$ cat src/rtl/ann_pkg.sv
// ann_pkg: shared FSM state type and default widths for the neuron datapath
package ann_pkg;
  typedef enum logic {ACC, HOLD} state_t;
  localparam int DATA_W_DEF = 32;
  localparam int ACC_W_DEF  = 40;
endpackage

$ cat src/rtl/neuron_act.sv
// neuron_act: clamp the wide sum to signed DATA_W, then ReLU if NEURON_ACC_RELU_EN else identity
module neuron_act
  import ann_pkg::*;
#(
  parameter int DATA_W = DATA_W_DEF,
  parameter int ACC_W  = ACC_W_DEF
) (
  input  logic [ACC_W-1:0]  sum,
  output logic [DATA_W-1:0] data,
  output logic              sat
);
  logic [ACC_W-DATA_W:0] hi;
  logic [DATA_W-1:0]     clamp;
  // the sum fits in DATA_W only when every bit above the DATA_W sign bit matches it
  assign hi    = sum[ACC_W-1:DATA_W-1];
  assign sat   = !((&hi) || !(|hi));
  assign clamp = sat ? {sum[ACC_W-1], {(DATA_W-1){!sum[ACC_W-1]}}} : sum[DATA_W-1:0];
`ifdef NEURON_ACC_RELU_EN
  assign data  = clamp[DATA_W-1] ? '0 : clamp;
`else
  assign data  = clamp;
`endif
endmodule

$ cat src/rtl/neuron_acc.sv
// neuron_acc: accumulates NUM_BEATS partial products plus bias per neuron; activation set by NEURON_ACC_RELU_EN
module neuron_acc
  import ann_pkg::*;
#(
  parameter int DATA_W    = DATA_W_DEF,
  parameter int ACC_W     = ACC_W_DEF,
  parameter int NUM_BEATS = 8
) (
  input  logic              clk,
  input  logic              areset,
  input  logic              in_valid,
  output logic              in_ready,
  input  logic [DATA_W-1:0] q,
  input  logic [DATA_W-1:0] bias,
  output logic              out_valid,
  input  logic              out_ready,
  output logic [DATA_W-1:0] out_data,
  output logic              out_sat
);
  localparam int CNT_W = NUM_BEATS > 1 ? $clog2(NUM_BEATS) : 1;
  state_t            state, state_n;
  logic [CNT_W-1:0]  cnt;
  logic [ACC_W-1:0]  acc, sum;
  logic [DATA_W-1:0] act_data;
  logic              act_sat, beat, last;
  assign in_ready  = state == ACC;
  assign out_valid = state == HOLD;
  assign beat      = in_valid && in_ready;
  assign last      = cnt == CNT_W'(NUM_BEATS - 1);
  // beat 0 restarts from the bias, so a stale acc never leaks into the next neuron
  assign sum = (cnt == '0 ? {{(ACC_W-DATA_W){bias[DATA_W-1]}}, bias} : acc)
             + {{(ACC_W-DATA_W){q[DATA_W-1]}}, q};
  always_comb begin
    state_n = state;
    if (state == ACC && beat && last) state_n = HOLD;
    if (state == HOLD && out_ready) state_n = ACC;
  end
  always_ff @(posedge clk) begin
    if (areset) begin
      state    <= ACC;
      cnt      <= '0;
      acc      <= '0;
      out_data <= '0;
      out_sat  <= 1'b0;
    end else begin
      state <= state_n;
      if (beat) begin
        acc <= sum;
        cnt <= last ? '0 : cnt + 1'b1;
      end
      if (beat && last) begin
        out_data <= act_data;
        out_sat  <= act_sat;
      end
    end
  end
  neuron_act #(.DATA_W(DATA_W), .ACC_W(ACC_W)) u_act (
    .sum  (sum),
    .data (act_data),
    .sat  (act_sat)
  );
endmodule

$ cat config.mk
export PLATFORM = sky130hd
export DESIGN_NAME = neuron_acc
export DESIGN_NICKNAME = d
export VERILOG_FILES = /design/src/rtl/ann_pkg.sv /design/src/rtl/neuron_act.sv /design/src/rtl/neuron_acc.sv
export SDC_FILE = /design/constraint.sdc
export NUM_CORES = 1
export LEC_CHECK = 0
export ABC_AREA = 1
export CAP_MARGIN = 20
export CORE_MARGIN = 3
export CORE_UTILIZATION = 64
export CTS_BUF_LIST = sky130_fd_sc_hd__clkbuf_8
export DETAILED_ROUTE_END_ITERATION = 10
export DONT_BUFFER_PORTS = 1
export GPL_TIMING_DRIVEN = 0
export PLACE_DENSITY = 0.8
export SETUP_SLACK_MARGIN = 0.4
export SLEW_MARGIN = 20
export SYNTH_ARGS = -nofsm -noshare
export SYNTH_HDL_FRONTEND = slang
export SYNTH_SLANG_ARGS = --single-unit
export TNS_END_PERCENT = 100
$ cat constraint.sdc
create_clock -name clk -period 7.1 [get_ports clk]
set_input_delay 1.42 -clock clk [delete_from_list [all_inputs] [get_ports clk]]
set_output_delay 1.42 -clock clk [all_outputs]
set_load 0.01 [all_outputs]
==> impl_metrics.csv <==
group,metric,value,unit
outcome,outcome,"finished clean",
layout,final_common_cell,"nand2_1",
power,power.density,235.0,nW/µm²
clocking,post_cts_buffers,0,
placed_design,placed_area,6640,µm²
timing,slew_headroom,0.5025,
floorplanning,core_area,9819,µm²
placed_design,numPortBuffers,0,
clocking,cts_made_buffers,9,
layout,final_cell_mix,"nand2_1, inv_1, o21ai_0, a21oi_1, dfxtp_1",
drt,wl,18.47,mm
floorplanning,fp.dieH,106.6,µm
layout,post-route-util,0.6990,
drt,postRouteAntennaNets,0,
synthesis,yosys_most_used_dff,"dfxtp_1",
synthesis,synth_edf_count,0,
global_routing,overflow,0,
timing,finClkSkew,0.008974,ns
layout,drive_gt1_frac,0.06399,
layout,layout.nets,1201,
floorplanning,die_w,106.6,µm
drt,vias,6622,
power,leakagePower,3.631,nW
synthesis,synthArstFlopShare,0,
worst_hold_path,min_from,"acc[31]",
synthesis,synth.distinct_cells,38,
clocking,cts_sinks,77,
clocking,cts_resized,0,
flow_run,drv_cap,0,
setup_path,reg2reg_depth,26,
clocking,cts_tree,"yes",
timing,hold_viol,0,
synthesis,syn-num-nets,1190,
setup_path,rrSetupSlack,2.55,ns
timing,drv_slew,0,
drt,vias_per_cell,5.397,
setup_path,path_class,"reg -> reg",
drt,drc,0,
drt,drt-initial-drc-count,465,
global_routing,antenna_found_initial,0,
synthesis,syn_inst,1078,
synthesis,synth_seq_area_share,0.2381,
synthesis,yosys_register_bits,77,
setup_path,arrival,4.80,ns
placed_design,placedCellCount,1211,
synthesis,syn-mean-instance-area,6.005,µm²
floorplanning,start_util,0.6593,
timing,max_freq,219.6,MHz
worst_hold_path,hold_depth,2,
clocking,clkTransAtPathRegs,0.09,ns
clocking,cts_root_buffer,"clkbuf_8",
timing,finalSetupTns,0,ns
setup_path,cp_max_fo,10,
timing,layout_worst_path_cycle_share,0.6413,
clocking,cts_hold_buf,0,
worst_hold_path,holdPathEnd,"acc[31]",
drt,first_pass_iters,5,
worst_hold_path,hold_path_class,"reg -> reg",
timing,tightestPinTransition,0.7462,ns
placed_design,dp_hpwl,14.86,mm
setup_path,r2r_end,"out_data[30]",
global_routing,first_global_vias,6219,
clocking,htreeDepth,3,
layout,diodes,0,
setup_path,required,7.35,ns
placed_design,gp_congestion,0.9594,
clocking,clk_latency,0.36,ns
setup_path,reg2reg_from,"cnt[0]",
timing,setup_viol,0,
timing,rsz0062_at_grt,"false",
layout,fin_cells,1227,
floorplanning,io_pins,103,
layout,stdcell_area,6864,µm²
global_routing,grt_pass1_wl,29.55,mm
global_routing,grt_usage,0.3264,
drt,avgRoutedWirePerCell,15.05,µm
timing,min_period,4.553,ns
setup_path,start_kind,"flip-flop",
layout,areaGrowthSynthToFinish,6.030,%
setup_path,end_kind,"flip-flop",
synthesis,synth.cell_area,6474,µm²
floorplanning,die-area,11360,µm²
power,p_total,0.001613,W
power,ir_drop,0.0001323,V
floorplanning,rows,36,
synthesis,yosysWarnings,0,
clocking,cts_buffer_depth,2,
global_routing,grt_max_degree,14,
==> Yosys cell counts (6+ instances only) <==
cell | n | area share
nor2_1 | 67 | 0.039
xor2_1 | 17 | 0.023
nand2_2 | 7 | 0.0068
o21ai_0 | 108 | 0.083
or2_2 | 6 | 0.0058
inv_1 | 195 | 0.11
dfxtp_1 | 77 | 0.24
nand2_1 | 325 | 0.19
a21oi_1 | 78 | 0.060
ha_1 | 43 | 0.083
clkbuf_1 | 27 | 0.016
xnor2_1 | 14 | 0.019
a21oi_2 | 20 | 0.027
nand3_1 | 33 | 0.026
a31oi_1 | 9 | 0.0087
o211ai_1 | 9 | 0.010
==> where the power goes <==
| part | switching [W] | leakage, nW | internal (W) |
|---|---|---|---|
| Clock | 0.000174 | 0.112 | 0.000207 |
| Combinational | 0.000509 | 2.89 | 0.000242 |
| Sequential | 0.0000127 | 0.632 | 0.000468 |
==> per-stage QoR <==
stage                     hold slack [ns]  worst slack (ns)
final                              0.5009             2.547
after global routing               0.5212             2.110
after CTS                          0.5009             2.611
after detailed placement           0.4770             2.624
after global placement             0.4674             2.662
after floorplan                    0.4554             3.281
==> critical path, stage by stage, from the launching register on <==
cell	delay, ns
dfxtp_1	0.33
inv_1	0.09
ha_1	0.14
inv_1	0.05
nor2_4	0.14
clkbuf_1	0.42
clkbuf_1	0.63
nand2_1	0.08
o21ai_0	0.10
ha_1	0.31
nand2_1	0.23
inv_1	0.07
nand2_1	0.07
nand2_1	0.09
a21oi_1	0.18
nand2_1	0.18
nand2_1	0.13
nand3_1	0.09
nand2_1	0.13
nand3_1	0.10
nor2_1	0.14
nand2_1	0.07
nand2_1	0.08
nand2_2	0.12
inv_4	0.20
buf_8	0.18
a21oi_2	0.07
==> cell families (layout without fill, tap and decap cells) <==
kind of cell,Yosys count,in the layout,synth area share
adders and majority gates,44,44,0.08620
AOI/OAI and AO/OA,232,232,0.1995
DFF,77,77,0.2381
and+or+nand+nor,462,462,0.2913
buffers and inverters,231,247,0.1405
xor gates and xnor gates,32,32,0.04445
==> worst max path at each step <==
stage	end	slack, ns	cells after the start	start
after floorplan	out_data[11]	3.28	21	bias[31]
after global placement	out_data[30]	2.66	21	bias[31]
after detailed placement	out_data[30]	2.62	26	cnt[0]
after CTS	out_data[30]	2.61	26	cnt[0]
after global routing	out_data[21]	2.11	26	cnt[0]
final	out_data[30]	2.55	26	cnt[0]
==> flip-flops by register name, indices dropped and copies added (netlist names) <==
| name | flops |
|---|---|
| out_sat | 1 |
| out_data | 32 |
| acc | 40 |
| cnt | 3 |
| out_valid | 1 |
==> metal layers <==
metal  up-vias  part of all wire  GRT usage
met1      2933              0.44     0.4392
met4         0             0.023    0.09132
li1       3392                 -          -
met3        30              0.10    0.07646
met5         -                 0          0
met2       267              0.43     0.5243
==> area by class of cell <==
class / instances / area, µm²
fillers: 962 / 2955
clock buffers: 10 / 137.6
inverters: 197 / 742.0
plain buffers: 34 / 167.7
clock inverters: 6 / 86.33
well taps: 133 / 166.4
multi-input cells: 770 / 4023
flip-flops and latches: 77 / 1541
Power figures use the tool's default switching activity.
